===== config.mk =====
export PLATFORM = sky130hd
export DESIGN_NAME = cluster_accumulator_flat
export DESIGN_NICKNAME = d
export VERILOG_FILES = /design/src/rtl/kmeans_pkg.sv /design/src/rtl/cluster_accumulator_if.sv /design/src/rtl/serial_divider.sv /design/src/rtl/cluster_accumulator.sv /design/src/flat_wrapper.sv
export SDC_FILE = /design/constraint.sdc
export NUM_CORES = 2
export LEC_CHECK = 0
export CAP_MARGIN = 20
export CELL_PAD_IN_SITES_DETAIL_PLACEMENT = 2
export CELL_PAD_IN_SITES_GLOBAL_PLACEMENT = 2
export CORE_MARGIN = 3
export CORE_UTILIZATION = 44
export CTS_CLUSTER_DIAMETER = 200
export DETAILED_ROUTE_END_ITERATION = 10
export PLACE_DENSITY_LB_ADDON = 0.1
export SYNTH_ARGS = -nofsm -noshare
export SYNTH_HDL_FRONTEND = slang
export SYNTH_HIERARCHICAL = 1
export SYNTH_SLANG_ARGS = --single-unit

===== constraint.sdc =====
create_clock -name clk -period 9.35 [get_ports clk]
set_clock_uncertainty 0.1 [all_clocks]
set_input_delay 2.805 -clock clk [delete_from_list [all_inputs] [get_ports clk]]
set_output_delay 2.805 -clock clk [all_outputs]
set_load 0.01 [all_outputs]

===== src/rtl/kmeans_pkg.sv =====
// kmeans_pkg: shared K-means sizes, accumulator FSM states and one-hot helper
package kmeans_pkg;
  localparam int NCORE = 16;
  localparam int COORD_W = 10;
  localparam int CNT_W = 16;
  localparam int SUM_W = COORD_W + CNT_W;
  localparam int IDX_W = $clog2(NCORE);
  typedef enum logic [2:0] {IDLE, LOAD, DIV_X, DIV_Y, EMIT, FIN} state_t;
  function automatic logic [IDX_W-1:0] lowest_idx(input logic [NCORE-1:0] v);
    lowest_idx = '0;
    for (int i = NCORE - 1; i >= 0; i--) if (v[i]) lowest_idx = IDX_W'(i);
  endfunction
endpackage


===== src/rtl/cluster_accumulator_if.sv =====
// cluster_accumulator_if: point input handshake and centroid output bus
interface cluster_accumulator_if #(parameter int COORD_W = kmeans_pkg::COORD_W);
  import kmeans_pkg::*;
  logic pt_valid, pt_ready;
  logic [COORD_W-1:0] pt_x, pt_y;
  logic [NCORE-1:0] pt_core;
  logic cent_valid, cent_empty;
  logic [IDX_W-1:0] cent_idx;
  logic [COORD_W-1:0] cent_x, cent_y;
  modport master (output pt_valid, pt_x, pt_y, pt_core,
                  input pt_ready, cent_valid, cent_idx, cent_x, cent_y, cent_empty);
  modport slave (input pt_valid, pt_x, pt_y, pt_core,
                 output pt_ready, cent_valid, cent_idx, cent_x, cent_y, cent_empty);
endinterface


===== src/rtl/serial_divider.sv =====
// serial_divider: restoring unsigned divider, done pulses exactly SUM_W cycles after start
module serial_divider #(
  parameter int SUM_W = kmeans_pkg::SUM_W,
  parameter int CNT_W = kmeans_pkg::CNT_W
) (
  input  logic             clk,
  input  logic             rst_n,
  input  logic             start,
  input  logic [SUM_W-1:0] dividend,
  input  logic [CNT_W-1:0] divisor,
  output logic             done,
  output logic [SUM_W-1:0] quotient
);
  localparam int NW = $clog2(SUM_W + 1);
  logic [CNT_W-1:0] rem, dvs, d;
  logic [SUM_W-1:0] q;
  logic [CNT_W:0] t, diff;
  logic [NW-1:0] n;
  // the start cycle performs the first iteration on the fresh operands
  always_comb begin
    d = start ? divisor : dvs;
    q = start ? dividend : quotient;
    t = {rem & {CNT_W{!start}}, q[SUM_W-1]};
    diff = t - {1'b0, d};
  end
  always_ff @(posedge clk or negedge rst_n)
    if (!rst_n) begin
      rem <= '0;
      dvs <= '0;
      quotient <= '0;
      n <= '0;
      done <= 1'b0;
    end else begin
      done <= !start && n == NW'(1);
      if (start || n != '0) begin
        rem <= diff[CNT_W] ? t[CNT_W-1:0] : diff[CNT_W-1:0];
        quotient <= {q[SUM_W-2:0], !diff[CNT_W]};
        dvs <= d;
        n <= start ? NW'(SUM_W - 1) : n - 1'b1;
      end
    end
endmodule


===== src/rtl/cluster_accumulator.sv =====
// cluster_accumulator: per-cluster sums/counts, then serial floor-mean centroid walk over 16 clusters
module cluster_accumulator #(
  parameter int COORD_W = kmeans_pkg::COORD_W,
  parameter int CNT_W = kmeans_pkg::CNT_W
) (
  input  logic clk,
  input  logic rst_n,
  input  logic clear,
  input  logic upd_start,
  cluster_accumulator_if.slave bus,
  output logic busy,
  output logic done,
  output logic ovf
);
  localparam int SUM_W = COORD_W + CNT_W;
  import kmeans_pkg::*;
  state_t state;
  logic [IDX_W-1:0] idx, k;
  logic [SUM_W-1:0] sum_x [NCORE];
  logic [SUM_W-1:0] sum_y [NCORE];
  logic [CNT_W-1:0] cnt [NCORE];
  logic dv_start, dv_done;
  logic [SUM_W-1:0] dv_q;
  assign k = lowest_idx(bus.pt_core);
  assign bus.pt_ready = rst_n && state == IDLE && !clear;
  assign dv_start = (state == LOAD && cnt[idx] != '0) || (state == DIV_X && dv_done);
  serial_divider #(.SUM_W(SUM_W), .CNT_W(CNT_W)) u_div (
    .clk(clk),
    .rst_n(rst_n),
    .start(dv_start),
    .dividend(state == LOAD ? sum_x[idx] : sum_y[idx]),
    .divisor(cnt[idx]),
    .done(dv_done),
    .quotient(dv_q)
  );
  always_ff @(posedge clk or negedge rst_n)
    if (!rst_n) begin
      state <= IDLE;
      idx <= '0;
      busy <= 1'b0;
      done <= 1'b0;
      ovf <= 1'b0;
      bus.cent_valid <= 1'b0;
      bus.cent_idx <= '0;
      bus.cent_x <= '0;
      bus.cent_y <= '0;
      bus.cent_empty <= 1'b0;
      for (int i = 0; i < NCORE; i++) begin
        sum_x[i] <= '0;
        sum_y[i] <= '0;
        cnt[i] <= '0;
      end
    end else begin
      bus.cent_valid <= 1'b0;
      done <= 1'b0;
      if (clear || state == FIN) begin
        for (int i = 0; i < NCORE; i++) begin
          sum_x[i] <= '0;
          sum_y[i] <= '0;
          cnt[i] <= '0;
        end
        state <= IDLE;
        busy <= 1'b0;
        ovf <= ovf & ~clear;
      end else case (state)
        IDLE: begin
          if (bus.pt_valid && |bus.pt_core) begin
            if (&cnt[k]) ovf <= 1'b1;
            else begin
              sum_x[k] <= sum_x[k] + SUM_W'(bus.pt_x);
              sum_y[k] <= sum_y[k] + SUM_W'(bus.pt_y);
              cnt[k] <= cnt[k] + 1'b1;
            end
          end
          if (upd_start) begin
            state <= LOAD;
            idx <= '0;
            busy <= 1'b1;
          end
        end
        LOAD:
          if (cnt[idx] == '0) begin
            state <= EMIT;
            bus.cent_valid <= 1'b1;
            bus.cent_idx <= idx;
            bus.cent_x <= '0;
            bus.cent_y <= '0;
            bus.cent_empty <= 1'b1;
          end else state <= DIV_X;
        DIV_X:
          if (dv_done) begin
            bus.cent_x <= dv_q[COORD_W-1:0];
            state <= DIV_Y;
          end
        DIV_Y:
          if (dv_done) begin
            bus.cent_y <= dv_q[COORD_W-1:0];
            bus.cent_empty <= 1'b0;
            bus.cent_idx <= idx;
            bus.cent_valid <= 1'b1;
            state <= EMIT;
          end
        EMIT:
          if (idx == IDX_W'(NCORE - 1)) begin
            state <= FIN;
            done <= 1'b1;
          end else begin
            idx <= idx + 1'b1;
            state <= LOAD;
          end
        default: state <= IDLE;
      endcase
    end
  // a mean never exceeds the largest coordinate, so the quotient's high bits stay clear
  assert property (@(posedge clk) disable iff (!rst_n) dv_done |-> dv_q[SUM_W-1:COORD_W] == '0);
endmodule


===== src/flat_wrapper.sv =====
// flat-port wrapper written by rule: the top's interface ports become plain ports
module cluster_accumulator_flat import kmeans_pkg::*;
#(
  parameter int COORD_W = kmeans_pkg::COORD_W,
  parameter int CNT_W = kmeans_pkg::CNT_W
)
  (clk, rst_n, clear, upd_start, busy, done, ovf, bus_pt_valid, bus_pt_x, bus_pt_y, bus_pt_core, bus_pt_ready, bus_cent_valid, bus_cent_idx, bus_cent_x, bus_cent_y, bus_cent_empty);
  cluster_accumulator_if #(.COORD_W(COORD_W)) bus_i ();
  input  logic clk;
  input  logic rst_n;
  input  logic clear;
  input  logic upd_start;
  output logic busy;
  output logic done;
  output logic ovf;
  input wire logic [$bits(bus_i.pt_valid)-1:0] bus_pt_valid;
  input wire logic [$bits(bus_i.pt_x)-1:0] bus_pt_x;
  input wire logic [$bits(bus_i.pt_y)-1:0] bus_pt_y;
  input wire logic [$bits(bus_i.pt_core)-1:0] bus_pt_core;
  output wire logic [$bits(bus_i.pt_ready)-1:0] bus_pt_ready;
  output wire logic [$bits(bus_i.cent_valid)-1:0] bus_cent_valid;
  output wire logic [$bits(bus_i.cent_idx)-1:0] bus_cent_idx;
  output wire logic [$bits(bus_i.cent_x)-1:0] bus_cent_x;
  output wire logic [$bits(bus_i.cent_y)-1:0] bus_cent_y;
  output wire logic [$bits(bus_i.cent_empty)-1:0] bus_cent_empty;
  assign bus_i.pt_valid = bus_pt_valid;
  assign bus_i.pt_x = bus_pt_x;
  assign bus_i.pt_y = bus_pt_y;
  assign bus_i.pt_core = bus_pt_core;
  assign bus_pt_ready = bus_i.pt_ready;
  assign bus_cent_valid = bus_i.cent_valid;
  assign bus_cent_idx = bus_i.cent_idx;
  assign bus_cent_x = bus_i.cent_x;
  assign bus_cent_y = bus_i.cent_y;
  assign bus_cent_empty = bus_i.cent_empty;
  cluster_accumulator #(.COORD_W(COORD_W), .CNT_W(CNT_W)) u_core (.clk(clk), .rst_n(rst_n), .clear(clear), .upd_start(upd_start), .bus(bus_i), .busy(busy), .done(done), .ovf(ovf));
endmodule

==> Word-level counts from Yosys, hierarchy flattened <==
Index checks and enable logic that the tools add are counted.
{ "word_totals": {"elab_cells": 219, "input_bits": 41, "output_inout_bits": 30, "reg_bits": 1188} }
{ "classes": {"magnitude_cmp": 3, "reduce_logical": 33, "mux": 92, "n_bitwise": 6, "n_addsub": 6, "eq_ne": 16} }
{ "op_table": {"columns": ["op", "count"], "rows": [
  ["416-bit two-way mux", 8],
  ["256-bit two-way mux", 4],
  ["416-bit bitwise mux", 2],
  ["26-bit binary-select mux with 4-bit select", 4],
  ["26-bit two-way mux", 11],
  ["256-bit bitwise mux", 1],
  ["16-bit binary-select mux with 4-bit select", 2],
  ["16-bit two-way mux", 7],
  ["26-bit demux with 4-bit select", 1],
  ["4-bit two-way mux", 20],
  ["16-bit demux with 4-bit select", 1],
  ["26-bit by 10-bit adder with 26-bit output", 2],
  ["10-bit case mux with 2 select lines", 2],
  ["10-bit two-way mux", 2],
  ["3-bit two-way mux", 6],
  ["17-bit by 16-bit subtractor with 17-bit output", 1],
  ["16-bit by 1-bit adder with 16-bit output, second input constant", 1],
  ["16-bit AND", 1],
  ["16-bit zero test", 1],
  ["4-bit case mux with 2 select lines", 2],
  ["16-bit AND reduction", 1],
  ["16-bit nonzero test", 1],
  ["16-bit OR reduction", 1],
  ["1-bit two-way mux", 15],
  ["28 further kinds", 59]
]} }

==> Logic depth before layout (Yosys ltp) <==
{ "depth": {"ltp_word": 26, "mapped_depth": 31, "mapped_depth_nobuf": 20} }

==> Cells and area by module <==
The synthesis kept the hierarchy.
{ "by_module_without_submodules": {"columns": ["module", "seq_area_each_um2", "instances", "area_each_um2", "cells_per_inst"], "rows": [
  ["cluster_accumulator", 28127.0, 1, 64445.6, 7231],
  ["serial_divider", 1601.5, 1, 3839.9, 384]
]} }

==> Least setup slack after synthesis <==
OpenSTA, ideal clock, no wires.
{ "synth_timing": {"kind": "input to register", "startpoint": "input bus_pt_core[14]", "endpoint": "register u_core/sum_x[258] (netlist name)", "stages": 31, "setup_time_ns": 0.133, "setup_slack_ns": 0.605, "t_required_ns": 9.117, "path_buffers": 11, "arrival_ns": 8.512, "cell_sequence": "nand2b_1 > a221o_1 > buf_2 > a211oi_2 > buf_4 > buf_4 > buf_6 > buf_4 > buf_2 > buf_2 > clkbuf_1 > clkbuf_1 > buf_1 > nand2_1 > nand3_1 > a21oi_1 > nor4_1 > ha_1 > fa_1 > a21oi_1 > o211ai_1 > nor4_1 > o41a_1 > a21oi_1 > nand4_1 > nor2b_1 > nand3_1 > nor4_2 > xnor2_1 > buf_6 > a21oi_1"} }
{ "synth_via": {"elab_chain_cells": 25, "elab_cells_between_ends": 39, "classes_between": "add/sub (1); order compare (2); eq/ne (1); mux (28); bitwise (1); reduce/logical (6)"} }
{ "synth_rtl": {"columns": ["item", "line_no", "text"], "rows": [
  ["start: declaration", "flat_wrapper.sv:19", "input wire logic [$bits(bus_i.pt_core)-1:0] bus_pt_core;"],
  ["4-bit two-way mux (15 in series)", "kmeans_pkg.sv:11", "for (int i = NCORE - 1; i >= 0; i--) if (v[i]) lowest_idx = IDX_W'(i);"],
  ["4-bit NOT with 5-bit output (not written as such)", "cluster_accumulator.sv:68, cluster_accumulator.sv:70", null],
  ["26-bit binary-select mux with 4-bit select (tied with other cells)", "cluster_accumulator.sv:70", "sum_x[k] <= sum_x[k] + SUM_W'(bus.pt_x);"],
  ["26-bit two-way mux (not written as such) or 1-bit logical AND (tied branches)", "cluster_accumulator.sv:70", null],
  ["26-bit two-way mux (not written as such)", "cluster_accumulator.sv:70", null],
  ["26-bit by 10-bit adder with 26-bit output or 26-bit demux with 4-bit select (tied branches)", "cluster_accumulator.sv:70", null],
  ["416-bit bitwise mux", "cluster_accumulator.sv:70", null],
  ["416-bit two-way mux", "cluster_accumulator.sv:68", "if (&cnt[k]) ovf <= 1'b1;"],
  ["416-bit two-way mux", "cluster_accumulator.sv:67", "if (bus.pt_valid && |bus.pt_core) begin"],
  ["416-bit two-way mux", "cluster_accumulator.sv:65", "end else case (state)"],
  ["416-bit two-way mux", "cluster_accumulator.sv:56", "if (clear || state == FIN) begin"],
  ["end signal: indexed assignment", "cluster_accumulator.sv:70", null],
  ["end: declaration", "cluster_accumulator.sv:19", "logic [SUM_W-1:0] sum_x [NCORE];"]
]} }
Several ways; a longest one is shown, not always the timed one. The select of a mux whose other input is x is not followed.
A chain may end at the register's enable or synchronous reset.

==> Worst setup path in the final report <==
{ "layout_timing": {"startpoint": "input bus_pt_core[2]", "endpoint": "register u_core/sum_x[129] (netlist name)"} }
{ "layout_via": {"elab_chain_cells": 13, "elab_cells_between_ends": 27, "classes_between": "add/sub (1); order compare (2); eq/ne (1); mux (16); bitwise (1); reduce/logical (6)"} }
{ "layout_rtl": {"columns": ["item", "line_no"], "rows": [
  ["4-bit two-way mux (3 in series)", "kmeans_pkg.sv:11"],
  ["4-bit NOT with 5-bit output (not written as such)", "cluster_accumulator.sv:68, cluster_accumulator.sv:70"],
  ["26-bit binary-select mux with 4-bit select (tied with other cells)", "cluster_accumulator.sv:70"],
  ["26-bit two-way mux (not written as such) or 1-bit logical AND (tied branches)", "cluster_accumulator.sv:70"],
  ["26-bit two-way mux (not written as such)", "cluster_accumulator.sv:70"],
  ["26-bit by 10-bit adder with 26-bit output or 26-bit demux with 4-bit select (tied branches)", "cluster_accumulator.sv:70"],
  ["416-bit bitwise mux", "cluster_accumulator.sv:70"],
  ["416-bit two-way mux", "cluster_accumulator.sv:68"],
  ["416-bit two-way mux", "cluster_accumulator.sv:67"],
  ["416-bit two-way mux", "cluster_accumulator.sv:65"],
  ["416-bit two-way mux", "cluster_accumulator.sv:56"]
]} }
Several ways; a longest one is shown, not always the timed one. The select of a mux whose other input is x is not followed.

==> metrics <==
H-tree Lvls=4; critical path capture point type=flip-flop; clock slew at reported path FFs=0.06 ns; Final WS setup=0.232 ns; DP HPWL=226 mm; Cell Area, Placed=0.0737 mm2; synth unique cells=111; Final Util=51.4%; vias in the first global route=76700; crit path kind=input port to flip-flop; commonest cells in the netlist=nand2_1 (1297), dfrtp_1 (1188), a21oi_1 (1008), clkbuf_1 (498); Slew @ Worst Pin=1.25 ns; TritonRoute pass-1 iters=6; CP required=9.94 ns; syn nets=7702; Slowest-stage cell, CP=nor2_2; Die Ht=400 um; Synth Instances=7615; IO Pins=71; outcome=complete, no violations; final hold slack=0.406 ns; RSZ-0062 raised after global routing=no; Synth Area in Simple Gates=14.9%; total number of vias=72100; Worst setup SP type=input port; Layout area overhead=15.1%; Worst VDD drop=0.201 mV; final hold viol count=0; CP cell instances=clkdlybuf4s50_1, buf_4, nor4_4, nand2_4, nor2_2, buf_4, a22oi_1, nand4_1, a211oi_1, and4_2, buf_4, a211oi_4, nand3_1, o22ai_1; maxcap violations=0; CTS Buffer Depth=3; Cells after DPL=9381; # hold bufs at CTS=0; All-Layer GR Usage=46.9%; violation count after the first detailed-route iteration=9275; post-route cell area=0.0786 mm2; largest net degree at the start of global routing=193; vias per cell=7.46; area share of fa/ha/maj cells after synthesis=0.876%; Starting Density=44.6%; Yosys warnings=6; post-synthesis register bit count=1188; relative slew slack=16.5%; first-pass GRT wire length=552 mm; final setup fails=0; Post-CTS Setup Inserts=0; Mean Syn Cell Area=8.97 um2; setup TNS=0 ns; TritonCTS clock tree=built; TritonCTS sink count=1188; Root Buffer=clkbuf_16; top-count cell post-synth=nand2_1; synthesized cell area=0.0683 mm2; crit share post-route=97.5%; # rows=143; leakage=30.5 nW; ys async rst share=100%; ys flop type=dfrtp_1; mux cell area share after synthesis=11.5%; Power Total=15.2 mW; Port Buffer Count=70; final wirelength=381 mm; Hold Crit Class=flip-flop to flip-flop; f_max=110 MHz; CP dominant cell by count=buf_4; crit path DAT=9.70 ns; top cells by area, synth=dfrtp_1 (44%), a21oi_1 (7.4%), nand2_1 (7.1%); CORE AREA=0.153 mm2; drt drc=0; WL/cell=39.5 um; cts bufs inserted=145; GP Congestion=0.923; PwrDens=194 mW/mm2; Seq/Total Area, Yosys=43.5%; Placement Setup Slack=-0.0746 ns; DIE AREA=0.160 mm2; Synth top area share=43.5%; crit-path max FO=22; post-synthesis compound-gate area fraction=22.8%; minimum clock period=9.12 ns; setup slack, reg-to-reg=1.51 ns; main combinational cell family by area after synthesis=compound AO/OA/AOI/OAI gates; nets=7588; fin. max-slew vios=0; Worst path max stage delay=0.98 ns; Synth Area in XOR/XNOR=1.13%; antenna violations before repair=33; Final ANT Viol Nets=0; non-filler cells, final=9659; share of cells above drive strength 1=14.3%; latest clock arrival within the worst-skew pair=0.83 ns; chip width=400 um; EDFF count, synth=0; total grt overflow=0; post-synth top area cell=dfrtp_1; CTS resizes=0
-- state kept, by name (all words and copies together), names as in the netlist, 3 cells and up --
signal,count
u_core/u_div/dvs,16
u_core/sum_x,416
u_core/u_div/quotient,26
u_core/state,3
u_core/cnt,256
u_core/idx,4
u_core/u_div/rem,16
u_core/u_div/n,5
u_core/sum_y,416
u_core/bus.cent_y,10
u_core/bus.cent_x,10
u_core/bus.cent_idx,4
-- worst max-delay path: cells and delay by family --
kind                   cells  cell delay [ns]
buffers and inverters      4             1.57
AOI/OAI and AO/OA          4             1.72
and+or+nand+nor            6             3.58
-- final timing paths --
kind | startpoint | to | depth (start not counted)
min reg2reg | u_core/u_div/dvs[4] | u_core/u_div/dvs[4] | 1
max | bus_pt_core[2] | u_core/sum_x[129] | 14
max reg2reg | u_core/idx[1] | u_core/u_div/rem[0] | 20
min | u_core/u_div/dvs[4] | u_core/u_div/dvs[4] | 1
min in group asynchronous | rst_n | u_core/cnt[120] | 1
max in group asynchronous | rst_n | u_core/sum_y[165] | 4
-- cell type report --
| cell class | count | area, um2 |
|---|---|---|
| Clock buffer | 218 | 4430 |
| Fill cell | 15700 | 74400 |
| Tap cell | 2030 | 2540 |
| Antenna cell | 23 | 57.6 |
| Clock inverter | 34 | 402 |
| Sequential cell | 1188 | 29700 |
| Multi-Input combinational cell | 5588 | 35700 |
| Inverter | 65 | 244 |
| Timing Repair Buffer | 513 | 5460 |
-- cell usage in the layout, fill, tap and decap left out, drive strengths merged, types with 14 or more instances in the layout --
| cell type | Yosys | final |
|---|---|---|
| clkinv | 0 | 19 |
| nand4 | 46 | 46 |
| xnor2 | 37 | 37 |
| mux4 | 148 | 148 |
| clkbuf | 499 | 218 |
| o211a | 33 | 33 |
| nor4 | 60 | 60 |
| buf | 275 | 444 |
| a22oi | 43 | 43 |
| mux2i | 336 | 336 |
| nand2 | 1299 | 1299 |
| inv | 65 | 67 |
| nor3 | 91 | 91 |
| dfrtp | 1188 | 1188 |
| clkdlybuf4s50 | 0 | 69 |
| a31oi | 32 | 32 |
| nor2 | 344 | 344 |
| and3 | 20 | 20 |
| o221ai | 93 | 93 |
| ha | 43 | 43 |
| a221oi | 37 | 37 |
| nand3 | 395 | 395 |
| o21ai | 536 | 536 |
| a21boi | 16 | 16 |
| a211oi | 496 | 496 |
| or3 | 14 | 14 |
| o22a | 15 | 15 |
| xor2 | 42 | 42 |
| diode | 0 | 23 |
| a21oi | 1020 | 1020 |
| o22ai | 97 | 97 |
| nor2b | 18 | 18 |
| mux2 | 103 | 103 |
-- metal layers --
layer,up-vias,track usage [%],part of all wire [%]
met5,-,0.585,0.080
met4,28,30.9,7.6
met3,1712,14.0,12
met2,5164,69.2,43
met1,37600,59.7,37
li1,27500,-,-
-- logic make-up after synthesis --
group / Yosys count
buffers and inverters: 839
adder cells (fa/ha/maj): 46
flip-flops: 1188
AO/OA/AOI/OAI: 2536
XOR/XNOR: 79
multiplexers: 587
AND/OR/NAND/NOR: 2340
-- report_power, final --
group | leakage [nW] | internal, mW | total, mW | switching [mW]
Combinational | 11.7 | 1.18 | 3.64 | 2.46
Sequential | 16.4 | 5.40 | 5.64 | 0.236
Clock | 2.38 | 3.48 | 5.95 | 2.47
Total | 30.5 | 10.1 | 15.2 | 5.17
No activity file was read; power rests on OpenSTA's default activity.
